File: config.mk
export PLATFORM = sky130hd
export DESIGN_NAME = bcd_scan_driver
export DESIGN_NICKNAME = d
export VERILOG_FILES = /design/src/rtl/disp_pkg.sv /design/src/rtl/scan_prescaler.sv /design/src/rtl/bcd_scan_driver.sv
export SDC_FILE = /design/constraint.sdc
export NUM_CORES = 1
export LEC_CHECK = 0
export CAP_MARGIN = 20
export CELL_PAD_IN_SITES_DETAIL_PLACEMENT = 1
export CELL_PAD_IN_SITES_GLOBAL_PLACEMENT = 1
export CORE_UTILIZATION = 35
export CTS_BUF_LIST = sky130_fd_sc_hd__clkbuf_8
export DETAILED_ROUTE_END_ITERATION = 8
export DONT_BUFFER_PORTS = 1
export PLACE_DENSITY_LB_ADDON = 0.1
export SKIP_LAST_GASP = 1
export SLEW_MARGIN = 40
export SYNTH_ARGS = -nofsm -noshare
export SYNTH_HDL_FRONTEND = slang
export SYNTH_SLANG_ARGS = --single-unit
File: constraint.sdc
create_clock -name clk -period 4 [get_ports clk]
set_input_delay 0.8 -clock clk [delete_from_list [all_inputs] [get_ports clk]]
set_output_delay 0.8 -clock clk [all_outputs]
set_load 0.1 [all_outputs]
File: src/rtl/disp_pkg.sv
// disp_pkg: shared display constants, slot phase type and leading-zero mask helper
package disp_pkg;
  localparam logic [3:0] BCD_BLANK = 4'hF;
  localparam logic [3:0] BCD_MAX = 4'd9;
  localparam int MAX_DIGITS = 8;
  typedef enum logic {PH_DEAD, PH_ON} phase_t;
  // Bit k set when digit k and every more-significant digit are zero; digit 0 never blanks
  function automatic logic [MAX_DIGITS-1:0] lz_mask(input logic [4*MAX_DIGITS-1:0] disp, input int digits);
    logic z;
    z = 1'b1;
    lz_mask = '0;
    for (int k = MAX_DIGITS - 1; k > 0; k--)
      if (k < digits) begin
        z = z && (disp[4*k +: 4] == 4'd0);
        lz_mask[k] = z;
      end
  endfunction
endpackage

File: src/rtl/scan_prescaler.sv
// scan_prescaler: per-slot cycle counter and wrapping digit slot index
module scan_prescaler #(
  parameter int DIV = 50000,
  parameter int DIGITS = 4,
  localparam int CW = $clog2(DIV),
  localparam int IW = $clog2(DIGITS)
) (
  input  logic          clk,
  input  logic          rst_n,
  output logic [CW-1:0] cnt,
  output logic          slot_end,
  output logic [IW-1:0] idx
);
  assign slot_end = cnt == CW'(DIV - 1);
  always_ff @(posedge clk or negedge rst_n)
    if (!rst_n) begin
      cnt <= '0;
      idx <= '0;
    end else begin
      cnt <= slot_end ? '0 : cnt + 1'b1;
      if (slot_end) idx <= idx == IW'(DIGITS - 1) ? '0 : idx + 1'b1;
    end
endmodule

File: src/rtl/bcd_scan_driver.sv
// bcd_scan_driver: multiplexed BCD scan with frame-aligned display updates and leading-zero blanking
module bcd_scan_driver
  import disp_pkg::*;
#(
  parameter int DIGITS = 4,
  parameter int DIV = 50000,
  parameter int BLANK = 2
) (
  input  logic                  clk,
  input  logic                  rst_n,
  input  logic                  load,
  input  logic [4*DIGITS-1:0]   value,
  input  logic                  blank_lz,
  output logic [3:0]            bcd,
  output logic [DIGITS-1:0]     an,
  output logic                  pending,
  output logic                  frame_tick
);
  localparam int CW = $clog2(DIV);
  localparam int IW = $clog2(DIGITS);
  logic [CW-1:0] cnt;
  logic [IW-1:0] idx;
  logic slot_end, frame_end;
  logic [4*DIGITS-1:0] shadow, disp;
  logic [MAX_DIGITS-1:0] lz;
  logic [3:0] d, d_out;
  phase_t phase;
  scan_prescaler #(.DIV(DIV), .DIGITS(DIGITS)) u_pre (
    .clk(clk),
    .rst_n(rst_n),
    .cnt(cnt),
    .slot_end(slot_end),
    .idx(idx)
  );
  assign frame_end = slot_end && idx == IW'(DIGITS - 1);
  always_comb begin
    lz = lz_mask((4*MAX_DIGITS)'(disp), DIGITS);
    d = disp[4*idx +: 4];
    phase = cnt < CW'(BLANK) ? PH_DEAD : PH_ON;
    d_out = (phase == PH_DEAD || d > BCD_MAX || (blank_lz && lz[idx])) ? BCD_BLANK : d;
  end
  // A load in the boundary cycle wins over the transfer, so it waits a full frame
  always_ff @(posedge clk or negedge rst_n)
    if (!rst_n) begin
      shadow <= '0;
      disp <= '0;
      pending <= 1'b0;
      frame_tick <= 1'b0;
      an <= '1;
      bcd <= BCD_BLANK;
    end else begin
      frame_tick <= frame_end;
      bcd <= d_out;
      an <= phase == PH_DEAD ? '1 : ~(DIGITS'(1) << idx);
      if (load) begin
        shadow <= value;
        pending <= 1'b1;
      end else if (frame_end && pending) begin
        disp <= shadow;
        pending <= 1'b0;
      end
    end
endmodule
======== Word level (Yosys, flattened, before mapping) ========
Cells that the tools add are included.
operators by class
  $add $sub $neg .......................... 2
  muxes and demuxes ....................... 8
  shift operators ......................... 2
  magnitude comparators ................... 3
  eq/ne operators ......................... 2
  bitwise operators ....................... 2
  reduce and logical (&&, ||, !) cells .... 12
operators by type and width
  cell                                                  number
  adder 16 x 1 -> 16 bit (second input constant)        1
  equality test 16 bit (second input constant)          1
  < comparator 16 x 2 -> 1 bit (second input constant)  1
  two-way mux 16 bit                                    1
  indexed part select 16 x 5 -> 4 bit                   1
  zero test 4 bit                                       3
  two-way mux 4 bit                                     2
  logical AND 1 bit                                     5
  > comparator 4 bit (second input constant)            1
  < comparator 2 x 4 -> 1 bit (second input constant)   1
  inverter 4 bit                                        1
  left shift 1 x 2 -> 4 bit (first input constant)      1
  two-way mux 1 bit                                     3
  adder 2 x 1 -> 2 bit (second input constant)          1
  binary-select mux 1 bit (select 2 bit)                1
  equality test 2 bit (second input constant)           1
  logical OR 1 bit                                      2
  two-way mux 2 bit                                     1
  AND reduction 2 bit                                   1
  nonzero test 2 bit                                    1
  inverter 1 bit                                        1
word-level totals
  bits in registers ....................... 60
  word-level logic and storage cells ...... 39

======== Depth between registers and ports, before layout ========
Gate-level depths: netlist of the first run.
  depth after elaboration ................. 8
  mapped depth ............................ 7
  depth with buffers taken out ............ 5

======== Cells and area by module ========
Synthesis of the first run repeated with hierarchy kept, for this count alone.
second synthesis, totals
  cell total of the unflattened synthesis .. 192
  area, all modules ....................... 2,667.6 µm²
by module, submodules not included
  module           area an instance (µm²)  cells each  instances
  bcd_scan_driver  1,796.7                 112         1
  scan_prescaler   870.8                   80          1

======== Worst setup path before layout of the first run ========
Ideal clock, no wire load.
  path type ............................... reg2reg
  from .................................... register u_pre.cnt[13]
  to ...................................... register disp[10]
  arrival ................................. 2.416 ns
  stages on the path, launching flop included .. 7
  slack ................................... 1.459 ns
  library setup time ...................... 0.125 ns
  path buffers ............................ 2
  clock period less this slack ............ 2.541 ns
  cell sequence ........................... dfrtp_1 -> or4_1 -> or4_1 -> clkbuf_2 -> nor4_4 -> buf_6 -> mux2_2
between the ends
  cells in the longest elaborated chain, start to end .. 4
ends and longest elaborated chain
  item                           RTL line               RTL
  start: declaration             scan_prescaler.sv:10   output logic [CW-1:0] cnt,
  start signal: assignment       scan_prescaler.sv:20   cnt <= slot_end ? '0 : cnt + 1'b1;
  equality test 16 bit           scan_prescaler.sv:14   assign slot_end = cnt == CW'(DIV - 1);
  logical AND 1 bit              bcd_scan_driver.sv:35  assign frame_end = slot_end && idx == IW'(DIGITS - 1);
  logical AND 1 bit              bcd_scan_driver.sv:58  end else if (frame_end && pending) begin
  AND reduction 2 bit (no line)  --
  end signal: assignment         bcd_scan_driver.sv:59  disp <= shadow;
  end: declaration               bcd_scan_driver.sv:24  logic [4*DIGITS-1:0] shadow, disp;
Every way passes these cells.
A chain may end at the register's enable or synchronous reset.

======== Final worst setup path of the first run ========
  from .................................... register u_pre.cnt[13]
  to ...................................... register disp[6]
The elaborated chain is that of the path after synthesis.

==> results of run 1 <==
[worst paths after layout]
kind | slack, ps | to
setup / recovery | 1190 | disp[6]$_DFFE_PN0P_
hold / removal | 150 | shadow[0]$_DFFE_PN0P_
setup reg to reg | 1190 | disp[6]$_DFFE_PN0P_
hold reg to reg | 500 | u_pre.cnt[0]$_DFF_PN0_
max in group asynchronous | 3670 | an[2]$_DFF_PN1_
min in group clk | 500 | u_pre.cnt[0]$_DFF_PN0_
[worst register-to-register path: cells and delay by family, from the launching register on]
kind | cells | cell delay (ps)
and+or+nand+nor | 3 | 1700
muxes | 1 | 340
DFF | 1 | 420
buffers and inverters | 1 | 230
[cell type report]
| type | instances | share of cell area [%] |
|---|---|---|
| Clock buffer | 9 | 4.28 |
| Timing Repair Buffer | 2 | 0.649 |
| Multi-Input combinational cell | 125 | 35.0 |
| Inverter | 6 | 0.779 |
| Sequential cell | 60 | 52.2 |
| Clock inverter | 7 | 2.85 |
| Tap cell | 96 | 4.15 |
[flip-flops by register name (all words and copies together) (netlist names)]
name	flops
disp	16
shadow	16
u_pre.cnt	16
an	4
bcd	4
u_pre.idx	2
frame_tick	1
pending	1
[layer usage]
metal | vias to the layer above | global-route usage (%) | routed length (um)
met5 | - | 0 | 0
met4 | 0 | 5.37 | 72
met3 | 9 | 5.84 | 220
met2 | 31 | 21.0 | 2210
met1 | 775 | 22.1 | 2540
li1 | 724 | - | -
[cell families (layout without fill, tap and decap cells)]
logic type	after synthesis	in the layout	synth area share, %
xor gates and xnor gates	13	13	4.42
DFF	60	60	58.6
AOI/OAI and AO/OA	10	10	2.13
and+or+nand+nor	60	60	12.5
adders and majority gates	5	5	2.43
muxes	37	37	17.9
buffers and inverters	12	24	2.09
[stage by stage]
step           setup WS [ps]  util, %  total power (uW)  cell area [um2]  std cells
2_1_floorplan           1460        -               659             2580        197
3_3_place_gp            1080     38.5               661             2680        288
3_5_place_dp            1180     38.7               663             2690        289
4_1_cts                 1150     41.7              1240             2890        305
5_1_grt                 1060     41.7              1270             2890        305
6_report                1190     41.7              1220             2890        305
[power groups by stage]
stage / combinational [uW] / clock [uW] / sequential (uW)
2_1_floorplan: 20.0 / 0 / 639
3_3_place_gp: 17.6 / 0 / 644
3_5_place_dp: 18.8 / 0 / 644
4_1_cts: 18.8 / 586 / 633
5_1_grt: 20.7 / 612 / 634
6_report: 18.4 / 569 / 632
[cell usage after synthesis, drive strengths merged, types with 5 or more instances]
master  number  area share [%]
clkbuf       5            0.78
dfrtp       52              50
dfstp        8             8.2
ha           5             2.4
inv          6            0.87
mux2        32              14
nand2        9             1.3
nand3       15             2.9
nor2        11             1.6
nor4         9             2.8
o21ai        5            0.97
xnor2        7             2.4
xor2         6             2.0
[cell usage in the layout, fill, tap and decap left out, types with 2 or more instances in the layout]
| master | instances |
|---|---|
| a21oi_1 | 3 |
| nor4_1 | 8 |
| and3_1 | 3 |
| xnor2_1 | 7 |
| o21ai_0 | 5 |
| mux2_2 | 32 |
| nand3_1 | 15 |
| nand2_1 | 9 |
| dfstp_2 | 8 |
| xor2_1 | 6 |
| inv_1 | 6 |
| nor2_1 | 11 |
| or3_1 | 2 |
| ha_1 | 5 |
| mux4_2 | 4 |
| dfrtp_1 | 52 |
| or4_1 | 4 |
| clkbuf_8 | 9 |
| nor3_1 | 4 |
| nand4_1 | 2 |
| inv_6 | 4 |
| clkinv_4 | 2 |
==> impl_metrics.tcl, run 1 <==
set metrics [dict create \
    numCtsBuffers 9 \
    r2r_cells 5 \
    syn_nets 222 \
    synthDistinctLibCells 27 \
    drcViolationCount 0 \
    clk_latency_ps 340 \
    track_usage_pct 15.3 \
    pwr-share-clk_pct 46.7 \
    max_stage_delay_ps 600 \
    cts_resized 0 \
    clk_pin_slew_ps 80 \
    area.sequential_um2 1510 \
    path_cells "or4_1 > or4_1 > nor4_4 > buf_6 > mux2_2" \
    max_freq_mhz 356 \
    routed_via_density 5.05 \
    cts.path.max_buffers 2 \
    rsz0062_at_grt "false" \
    hold_buffers 0 \
    drive_gt1_share_pct 30.1 \
    cts_setup_buffers 0 \
    finClkSkew_ps 7.63 \
    p_per_area_nw_per_um2 422 \
    period_needed_ps 2810 \
    path_common_cell "or4_1" \
    end_kind "flop" \
    pin_count 30 \
    startpoint "u_pre.cnt[13]$_DFF_PN0_" \
    ys_seq_area_share_pct 58.6 \
    irDropWorstVdd_mv 0.177 \
    ys_ff_latch 60 \
    floorplan.initialDensity_pct 37.1 \
    wl_per_cell_um 16.5 \
    crit_buf_inv 1 \
    netlist_area_um2 2580 \
    switchingPower_uw 284 \
    synth-edff-count 0 \
    crit_family "simple AND/OR/NAND/NOR gates" \
    fill_cells 726 \
    grt_overflow 0 \
    io_buffers 0 \
    path_depth 5 \
    grt_max_degree 61 \
    switching_share_pct 23.3 \
    slew-limit-headroom_pct 42.0 \
    num-nets-final 229 \
    drv_slew 0 \
    worst_ep_required_time_ps 4220 \
    die_w_um 87.8 \
    hold_path_class "in -> async" \
    cp_data_arrival_time_ps 3030 \
    slowest_stage "nor4_4" \
    die_h_um 87.8 \
    min_period_over_period_pct 70.2 \
    routed_wl_um 5050 \
    synth_cells 197 \
    r2r_start "u_pre.cnt[13]$_DFF_PN0_" \
    gp_congestion 0.832 \
    yosys_warnings 0 \
    cts_tree "yes" \
    drv_cap 0 \
    holdWs_ps 146 \
    finalSetupTns_ps 0 \
    p_int_uw 936 \
    area_delta_synth_final_pct 12.2 \
    core_area_um2 6940 \
    start_kind "flop" \
    drtAntennaViolNets 0 \
    die_area_um2 7710 \
    antenna_found_initial 0 \
    critPathMaxFanout 9 \
    worstMarginPinSlew_ps 871 \
    p_seq_share_pct 51.8 \
    dr.pass1.iters 3 \
    setup-violations-final 0 \
    grt_pass1_vias 1666 \
    antennaDiodeCount 0 \
    drt_iter0_markers 119 \
    grt_pass1_wl_um 8590 \
    cts-root-buf "clkbuf_8" \
    async_reset_ff_share_pct 100 \
    multiInputGateArea_um2 1010 \
    num_rows 30 \
    crit_type "reg -> reg" \
    vias 1539 \
    hpwl_um 3690 \
    p_leak_uw 0.00128 \
    combPwrFrac_pct 1.5 \
    hold_viol 0 \
    numClockSinks 60 \
    synthFlopType "dfrtp_1" \
    syn_area_per_cell_um2 13.1 \
    htreeDepth 3 \
    status "finished, final reports clean" \
]
Note: power is estimated with default switching activity, not from simulation.
==> inputs of run 2 (changes only) <==
clock period = 2.4 ns   (was 4 ns; I/O delays follow)
==> run 2 against run 1 <==
Effect of this change: combinational power grew to 2.9 times the previous value; first-iteration DRC count shrank 59%; critical path depth is the same; largest cell class unchanged; largest power group unchanged.
==> impl_metrics.tcl, run 2 (same netlist as run 1, synthesis figures left out) <==
set metrics [dict create \
    finalInstanceArea_um2 2950 \
    finClkSkew_ps 9.41 \
    start_kind "flop" \
    numClockSinks 60 \
    combPwrFrac_pct 2.8 \
    area_delta_synth_final_pct 14.5 \
    worstMarginPinSlew_ps 716 \
    totalPowerFinal_uw 1900 \
    end_kind "flop" \
    status "finished, final reports clean" \
    cts_tree "yes" \
    die_w_um 87.8 \
    crit_type "reg -> reg" \
    top_regs "disp x16, shadow x16, u_pre.cnt x16" \
    vias 1566 \
    slew-limit-headroom_pct 51.8 \
    place_ws_ps 139 \
    rsz0062_at_grt "false" \
    cts_setup_buffers 0 \
    switching_share_pct 24.0 \
    hpwl_um 3710 \
    grt_pass1_wl_um 9070 \
    p_leak_uw 0.00132 \
    io_buffers 0 \
    setup-violations-final 0 \
    max_freq_mhz 443 \
    floorplan.initialDensity_pct 37.1 \
    die_h_um 87.8 \
    htreeDepth 3 \
    p_int_uw 1450 \
    drtAntennaViolNets 0 \
    wl_per_cell_um 16.7 \
    hold_viol 0 \
    cts.path.max_buffers 2 \
    antenna_found_initial 0 \
    track_usage_pct 16.1 \
    die_area_um2 7710 \
    pin_count 30 \
    gp_congestion 0.864 \
    period_needed_ps 2260 \
    final_cell_mix "dfrtp_1 (52), mux2_2 (32), nand3_1 (15), nor2_1 (11)" \
    dr.pass1.iters 4 \
    final_core_util_pct 42.5 \
    grt_max_degree 61 \
    p_per_area_nw_per_um2 645 \
    drive_gt1_share_pct 32.7 \
    p_seq_share_pct 55.4 \
    pwr-share-clk_pct 41.8 \
    grt_pass1_vias 1719 \
    switchingPower_uw 457 \
    core_area_um2 6940 \
    grt_overflow 0 \
    antennaDiodeCount 0 \
    place_area_um2 2750 \
    setup_ws_ps 143 \
    min_period_over_period_pct 94.1 \
    drt_iter0_markers 49 \
    routed_wl_um 5210 \
    routed_via_density 5.00 \
    numCtsBuffers 9 \
    worst_ep_required_time_ps 2620 \
    irDropWorstVdd_mv 0.270 \
    finalSetupTns_ps 0 \
    clk_pin_slew_ps 70 \
    num_rows 30 \
    final_common_cell "dfrtp_1" \
    drv_slew 0 \
    critPathMaxFanout 16 \
    drcViolationCount 0 \
    fill_cells 746 \
    drv_cap 0 \
    cts-root-buf "clkbuf_8" \
    num-nets-final 237 \
    cp_data_arrival_time_ps 2480 \
    hold_path_class "in -> async" \
    clk_latency_ps 340 \
]
[run 2: changes by cell type in the layout (fill, tap and decap cells not counted), sizes merged]
| cell | delta |
|---|---|
| buf | +8 |
| clkinv | +3 |
| inv | -3 |
| bufinv | -1 |
| clkinvlp | +1 |
[run 2: timing repair]
action                                 4_1_cts  5_1_grt
endpoints found under the hold margin       60        0
hold buffers                                 1        0
resized for setup                            0        0
[run 2: worst max-delay path, stage by stage (launching register included)]
cell	delay, ps
dfrtp_1	380
or4_1	540
or4_1	480
nor4_4	210
buf_12	190
mux2_2	340
[run 2: cell type report]
type / count / area [um2] / share of cell area (%)
clock inverters: 7 / 52.6 / 1.78
clock buffers: 9 / 124 / 4.20
well taps: 96 / 120 / 4.07
multi-input cells: 125 / 1010 / 34.3
repair buffers: 10 / 108 / 3.65
inverters: 6 / 22.5 / 0.763
flip-flops and latches: 60 / 1510 / 51.2
[run 2: final timing paths]
path | start | end | slack, ps | cells past startpoint
setup reg to reg | u_pre.cnt[13]$_DFF_PN0_ | disp[8]$_DFFE_PN0P_ | 140 | 5
setup / recovery | u_pre.cnt[13]$_DFF_PN0_ | disp[8]$_DFFE_PN0P_ | 140 | 5
hold / removal | rst_n | u_pre.cnt[7]$_DFF_PN0_ | 8 | 1
min in group clk | load | pending$_DFFE_PN0P_ | 240 | 1
max in group asynchronous | rst_n | bcd[3]$_DFF_PN1_ | 2080 | 1
hold reg to reg | u_pre.cnt[0]$_DFF_PN0_ | u_pre.cnt[0]$_DFF_PN0_ | 490 | 1
[run 2: power groups by stage]
stage          clock network [uW]  registers (uW)  logic (uW)
6_report                      796            1050        53.6
5_1_grt                       877            1060        61.5
4_1_cts                       826            1050        56.3
3_5_place_dp                    0            1070        31.2
3_3_place_gp                    0            1070        29.4
2_1_floorplan                   0            1070        33.4
[run 2: per-stage QoR]
step | std cells | hold slack [ps]
final | 313 | 8.34
after CTS | 313 | 1.78
after global placement | 296 | 186
after global routing | 313 | 8.46
after floorplan | 197 | 184
after detailed placement | 296 | 186
[run 2: metal layers]
metal / GRT usage, % / wire length, um / vias up
met5: 0 / 0 / -
met4: 8.49 / 115 / 0
met3: 4.34 / 239 / 9
met2: 22.8 / 2250 / 41
met1: 22.3 / 2610 / 786
li1: - / - / 730
